File: src/rtl/ds1302_serial_io.sv
// DS1302 3-wire serial engine: one command byte plus one data byte per request.
// SIO is split into out/oe/in so the pad tri-state lives at the top level.
module ds1302_serial_io #(
  parameter int CLK_DIV     = 50,
  parameter int CE_SETUP    = 200,
  parameter int CE_INACTIVE = 200
) (
  input  logic       clk,
  input  logic       rst_n,
  input  logic [1:0] func_start,
  input  logic [7:0] register_addr,
  input  logic [7:0] write_data,
  output logic       func_done,
  output logic [7:0] read_data,
  output logic       busy,
  output logic       rtc_ce,
  output logic       rtc_sclk,
  output logic       rtc_sio_out,
  output logic       rtc_sio_oe,
  input  logic       rtc_sio_in
);

  localparam int SLOT = 2 * CLK_DIV;
  localparam int M1   = (CE_SETUP > SLOT) ? CE_SETUP : SLOT;
  localparam int MAXC = (M1 > CE_INACTIVE) ? M1 : CE_INACTIVE;
  localparam int CW   = $clog2(MAXC + 1);

  typedef enum logic [2:0] {
    IDLE, SETUP, SHIFT, HOLD, GAP, DONE
  } state_t;

  state_t        state;
  logic [CW-1:0] cnt;
  logic [3:0]    slot;
  logic [3:0]    nxt;
  logic          armed;
  logic          rd_q;
  logic [7:0]    addr_q;
  logic [7:0]    data_q;
  logic [7:0]    shreg;
  logic [1:0]    sio_sync;
  logic          req;

  assign nxt = slot + 4'd1;
  assign req = (func_start == 2'b10) || (func_start == 2'b01);

  always_ff @(posedge clk or negedge rst_n) begin
    if (!rst_n) sio_sync <= 2'b00;
    else        sio_sync <= {sio_sync[0], rtc_sio_in};
  end

  always_ff @(posedge clk or negedge rst_n) begin
    if (!rst_n) begin
      state       <= IDLE;
      cnt         <= '0;
      slot        <= '0;
      armed       <= 1'b1;
      rd_q        <= 1'b0;
      addr_q      <= '0;
      data_q      <= '0;
      shreg       <= '0;
      func_done   <= 1'b0;
      read_data   <= '0;
      busy        <= 1'b0;
      rtc_ce      <= 1'b0;
      rtc_sclk    <= 1'b0;
      rtc_sio_out <= 1'b0;
      rtc_sio_oe  <= 1'b0;
    end else begin
      unique case (state)
        IDLE: begin
          if (func_start == 2'b00) armed <= 1'b1;
          if (armed && req) begin
            rd_q   <= (func_start == 2'b01);
            addr_q <= register_addr;
            data_q <= write_data;
            state  <= SETUP;
            cnt    <= '0;
            busy   <= 1'b1;
            rtc_ce <= 1'b1;
          end
        end
        SETUP: begin
          if (cnt == CW'(CE_SETUP - 1)) begin
            state       <= SHIFT;
            cnt         <= '0;
            slot        <= '0;
            rtc_sio_oe  <= 1'b1;
            rtc_sio_out <= addr_q[0];
          end else begin
            cnt <= cnt + 1'b1;
          end
        end
        SHIFT: begin
          if (cnt == CW'(CLK_DIV - 1)) begin
            rtc_sclk <= 1'b1;
            cnt      <= cnt + 1'b1;
            // Sample at the end of the low half, after the device has settled.
            if (rd_q && slot[3]) shreg <= {sio_sync[1], shreg[7:1]};
          end else if (cnt == CW'(SLOT - 1)) begin
            rtc_sclk <= 1'b0;
            cnt      <= '0;
            if (slot == 4'd15) begin
              state       <= HOLD;
              rtc_sio_oe  <= 1'b0;
              rtc_sio_out <= 1'b0;
            end else begin
              slot <= nxt;
              if (rd_q && nxt[3]) begin
                rtc_sio_oe  <= 1'b0;
                rtc_sio_out <= 1'b0;
              end else begin
                rtc_sio_out <= nxt[3] ? data_q[nxt[2:0]]
                                      : addr_q[nxt[2:0]];
              end
            end
          end else begin
            cnt <= cnt + 1'b1;
          end
        end
        HOLD: begin
          if (cnt == CW'(CLK_DIV - 1)) begin
            state  <= GAP;
            cnt    <= '0;
            rtc_ce <= 1'b0;
          end else begin
            cnt <= cnt + 1'b1;
          end
        end
        GAP: begin
          if (cnt == CW'(CE_INACTIVE - 1)) begin
            state     <= DONE;
            cnt       <= '0;
            func_done <= 1'b1;
            armed     <= 1'b0;
            if (rd_q) read_data <= shreg;
          end else begin
            cnt <= cnt + 1'b1;
          end
        end
        DONE: begin
          state     <= IDLE;
          cnt       <= '0;
          func_done <= 1'b0;
          busy      <= 1'b0;
        end
        default: state <= IDLE;
      endcase
    end
  end

endmodule

File: config.mk
export PLATFORM = sky130hd
export DESIGN_NAME = ds1302_serial_io
export DESIGN_NICKNAME = d
export VERILOG_FILES = /design/src/rtl/ds1302_serial_io.sv
export SDC_FILE = /design/constraint.sdc
export NUM_CORES = 1
export LEC_CHECK = 0
export ABC_CLOCK_PERIOD_IN_PS = 4760
export CORE_UTILIZATION = 55
export CTS_CLUSTER_SIZE = 8
export DETAILED_ROUTE_END_ITERATION = 8
export GPL_TIMING_DRIVEN = 1
export PLACE_DENSITY = 0.75
export SLEW_MARGIN = 20
export SYNTH_ARGS = -nofsm -noshare
export SYNTH_HDL_FRONTEND = slang
export SYNTH_SLANG_ARGS = --single-unit
File: constraint.sdc
create_clock -name clk -period 4.76 [get_ports clk]
set_input_delay 0.952 -clock clk [delete_from_list [all_inputs] [get_ports clk]]
set_output_delay 0.952 -clock clk [all_outputs]
set_load 0.005 [all_outputs]
==> out/summary.md <==
The run finished with clean final reports. The vertical die dimension was 72.7 um; the cell count after synthesis was 228. Proportion of layout cells with a drive suffix above 1: 0.253. For the worst setup path, the data required time is 4.98 ns. For the detailed-route via count, the log shows 1893. The initial DRC count is 82, and the DRC violation count after routing is 0. The number of antenna violations at the first check in global routing came out at 0. For the level count of the clock H-tree, the log shows 3. The post-route worst setup slack was 2.06 ns.

Registers take 0.00143 mm^2. The layout-stage area growth over the synthesis result was 22.6%. For this run, the detailed router's first-pass iteration total came to 4. The run gives 0.027 as the portion of total power attributed to combinational logic. The library cells used most frequently in the layout, excluding fill and tap cells, are dfrtp_1 (56), mux2_2 (33), clkdlybuf4s50_1 (33). Across the run, the number of max-cap violations was 0. In this run the horizontal extent of the chip is 72.7 um. Cell leakage power: 1.57 nW. The async set-or-reset flop fraction in the synthesized netlist was 1.00. The tools report the first-pass GRT wire length as 8380 um. The run gives 0 as the number of post-CTS setup repair buffers. The number of nets handed over by synthesis was 254. The synthesized design contains 0 enable-type register cells. OpenSTA, run right after detailed placement, puts the worst setup slack at 1.67 ns.

For the number of buffers inserted for hold repair after clock tree synthesis, the log shows 0. Cell internal power was estimated by the tool at 0.862 mW. The count of buffers added on input and output ports is 34.

Averaged over all synthesized cells, the footprint is 12.1 um^2. The logs give 0.203 mW for the reported net switching power and 0 for the hold violation total from the final report. The largest buffer count on any clock path was 2; the actual transition at the worst max-transition pin was 0.700 ns.

The power density normalized to cell area was 316 mW/mm^2. The worst setup path is captured at a register. The remaining max-slew budget at the tightest pin was 0.533; the number of global-route vias before repair was 1763. Static timing analysis puts the maximum clock frequency at 0.370 GHz. The portion of the clock cycle consumed by the worst path in the final layout came out at 0.567. Entering global routing, the biggest net connects 58 pins. The worst register-to-register path ends at shreg[6].

The worst hold path terminates at sio_sync[1]. The max-slew violation count is 0, and the overall die area is 0.00529 mm^2. For the distinct cell type count after synthesis, the log shows 52. The CTS sink count came out at 57. Worst min-delay path startpoint: sio_sync[0].

The post-synthesis sequential element count was 57; the setup TNS was 0 ns. Setup violations remaining at the end of the flow were counted as 0. The share of the yosys chip area belonging to registers is 0.519.

Setup repair after global routing left no endpoint under its margin. Summing all multi-input logic gate instances after layout gives 0.00125 mm^2. The flop-to-flop setup slack came out at 2.23 ns. The post-detailed-route wirelength per cell came out at 15.1 um.

The library cell used as clock root buffer is clkbuf_8. 0 antenna diodes ended up in the layout. For the sequential share of power, the log shows 0.456. The clock network power share was 0.517; the final net count was 290. For the clock skew after layout, the log shows 0.00650 ns.

The logs give 0.33 ns for the clock network latency to the later pin of the worst-skew pair and 0.217 for the aggregate global-route resource usage. The HPWL after detailed placement is 3440 um. The mapped netlist covers 0.00275 mm^2.

Flip-flop cell with the highest count after synthesis: dfrtp_1. The tools report the start of the worst register-to-register path as cnt[3]. The initialized floorplan defines 25 standard-cell rows. The TritonCTS buffer count was 9. Across all hold checks on the routed design, the worst slack comes to 0.366 ns.

Clock-pin slew was measured on the worst setup and hold paths at 0.07 ns. Element type at the critical path start: an input port. Remaining antenna violation count: 0. For the finished layout, the period the worst path requires is 2.70 ns. TritonCTS built the clock tree. The region available for standard cell placement spans 0.00475 mm^2.

Final global-route overflow total: 0. During synthesis, Yosys emitted a total of 0 warnings. Total of cells resized after clock tree synthesis: 0.

Leaving out fill and tap cells, the most frequent cell in the layout is dfrtp_1. The switching power share of the total works out to 0.190. The worst setup path is of the in2reg kind.

The layout has 355 filler cells. Data arrives at the worst endpoint at 2.92 ns. Of all nets on the critical path, the largest fanout is 6. Number of cells traversed by the worst hold path: 0. The logs give 0.579 for the effective utilization at floorplan and 0.805 for the routability congestion estimate from global placement. The path class of the tightest hold or removal check is reg2reg. I/O pin count: 35. Using the TritonRoute via totals, the vias-per-cell ratio works out to 5.63. The tools report the peak ir drop on the vdd network as 0.201 mV. The number of cells on the worst reg-to-reg path came out at 5. The tools report the total length of routed wires as 5080 um.
## cell families (layout without fill, tap and decap cells)
| family | count (synthesis) | after routing | synth area share |
|---|---|---|---|
| simple gates | 59 | 59 | 0.133 |
| flops | 57 | 57 | 0.519 |
| compound gates | 45 | 45 | 0.103 |
| mux | 40 | 40 | 0.179 |
| buf+inv | 17 | 58 | 0.0282 |
| fa+ha+maj | 5 | 5 | 0.0227 |
| xor+xnor | 5 | 5 | 0.0159 |
## power by group through the flow
stage / registers, mW / logic (mW) / clock network (mW)
finish: 0.486 / 0.0287 / 0.551
global route: 0.485 / 0.0323 / 0.578
CTS: 0.486 / 0.0296 / 0.557
detailed placement: 0.494 / 0.0294 / 0
global placement: 0.494 / 0.0295 / 0
floorplan: 0.495 / 0.00269 / 0
## metrics by stage
stage	std cells	utilization	area, um^2	power, mW
after floorplan	228	-	2750	0.497
after global placement	320	0.658	3130	0.524
after detailed placement	320	0.658	3130	0.524
after CTS	336	0.710	3370	1.07
after global routing	336	0.710	3370	1.10
final	336	0.710	3370	1.06
## area by class of cell
| class | instances | share of cell area |
|---|---|---|
| flip-flops and latches | 57 | 0.423 |
| multi-input cells | 154 | 0.369 |
| repair buffers | 36 | 0.104 |
| clock buffers | 11 | 0.0419 |
| clock inverters | 5 | 0.0304 |
| well taps | 67 | 0.0248 |
| inverters | 6 | 0.00667 |
## worst max-delay path by stage
stage               slack [ns]   endpoint           from  cells after the start
finish                    2.06     cnt[2]  func_start[0]                      7
global route              1.86     cnt[2]  func_start[0]                      7
CTS                       2.04     cnt[2]  func_start[0]                      7
detailed placement        1.67     cnt[2]  func_start[0]                      7
global placement          1.74     cnt[2]  func_start[0]                      7
floorplan                 2.24  addr_q[0]  func_start[1]                      6
## metal layers
layer,wire length [um],GRT usage
met2,2420,0.327
met5,0,0
met4,99,0.118
met1,2370,0.292
met3,186,0.0511
## synthesized netlist by cell type (3+ instances only)
cell	number	area share
dfrtp_1	56	0.51
mux2_2	33	0.14
nand2_1	16	0.022
o21ai_0	15	0.027
a21oi_1	9	0.016
nor2_1	8	0.011
clkbuf_1	7	0.0096
inv_1	6	0.0082
ha_1	5	0.023
and3_1	4	0.0091
mux4_2	4	0.033
nand3_1	4	0.0073
o31ai_1	4	0.011
xnor2_1	4	0.013
a21o_1	3	0.0082
a31oi_1	3	0.0068
mux2i_1	3	0.011
nor3b_1	3	0.0082
## state kept, by name (all words and copies together), names as in the netlist
register,flops
data_q,8
shreg,8
sio_sync,2
rtc_sio_out,1
armed,1
rtc_ce,1
read_data,8
busy,1
slot,4
rtc_sio_oe,1
cnt,8
func_done,1
state,3
addr_q,8
rtc_sclk,1
rd_q,1
## critical path: stages
cell             delay, ns
clkdlybuf4s50_1       0.48
inv_1                 0.05
ha_1                  0.36
a2111oi_0             0.59
a21oi_1               0.23
nand4b_1              0.17
nand3_1               0.09
Power figures use the tool's default switching activity.
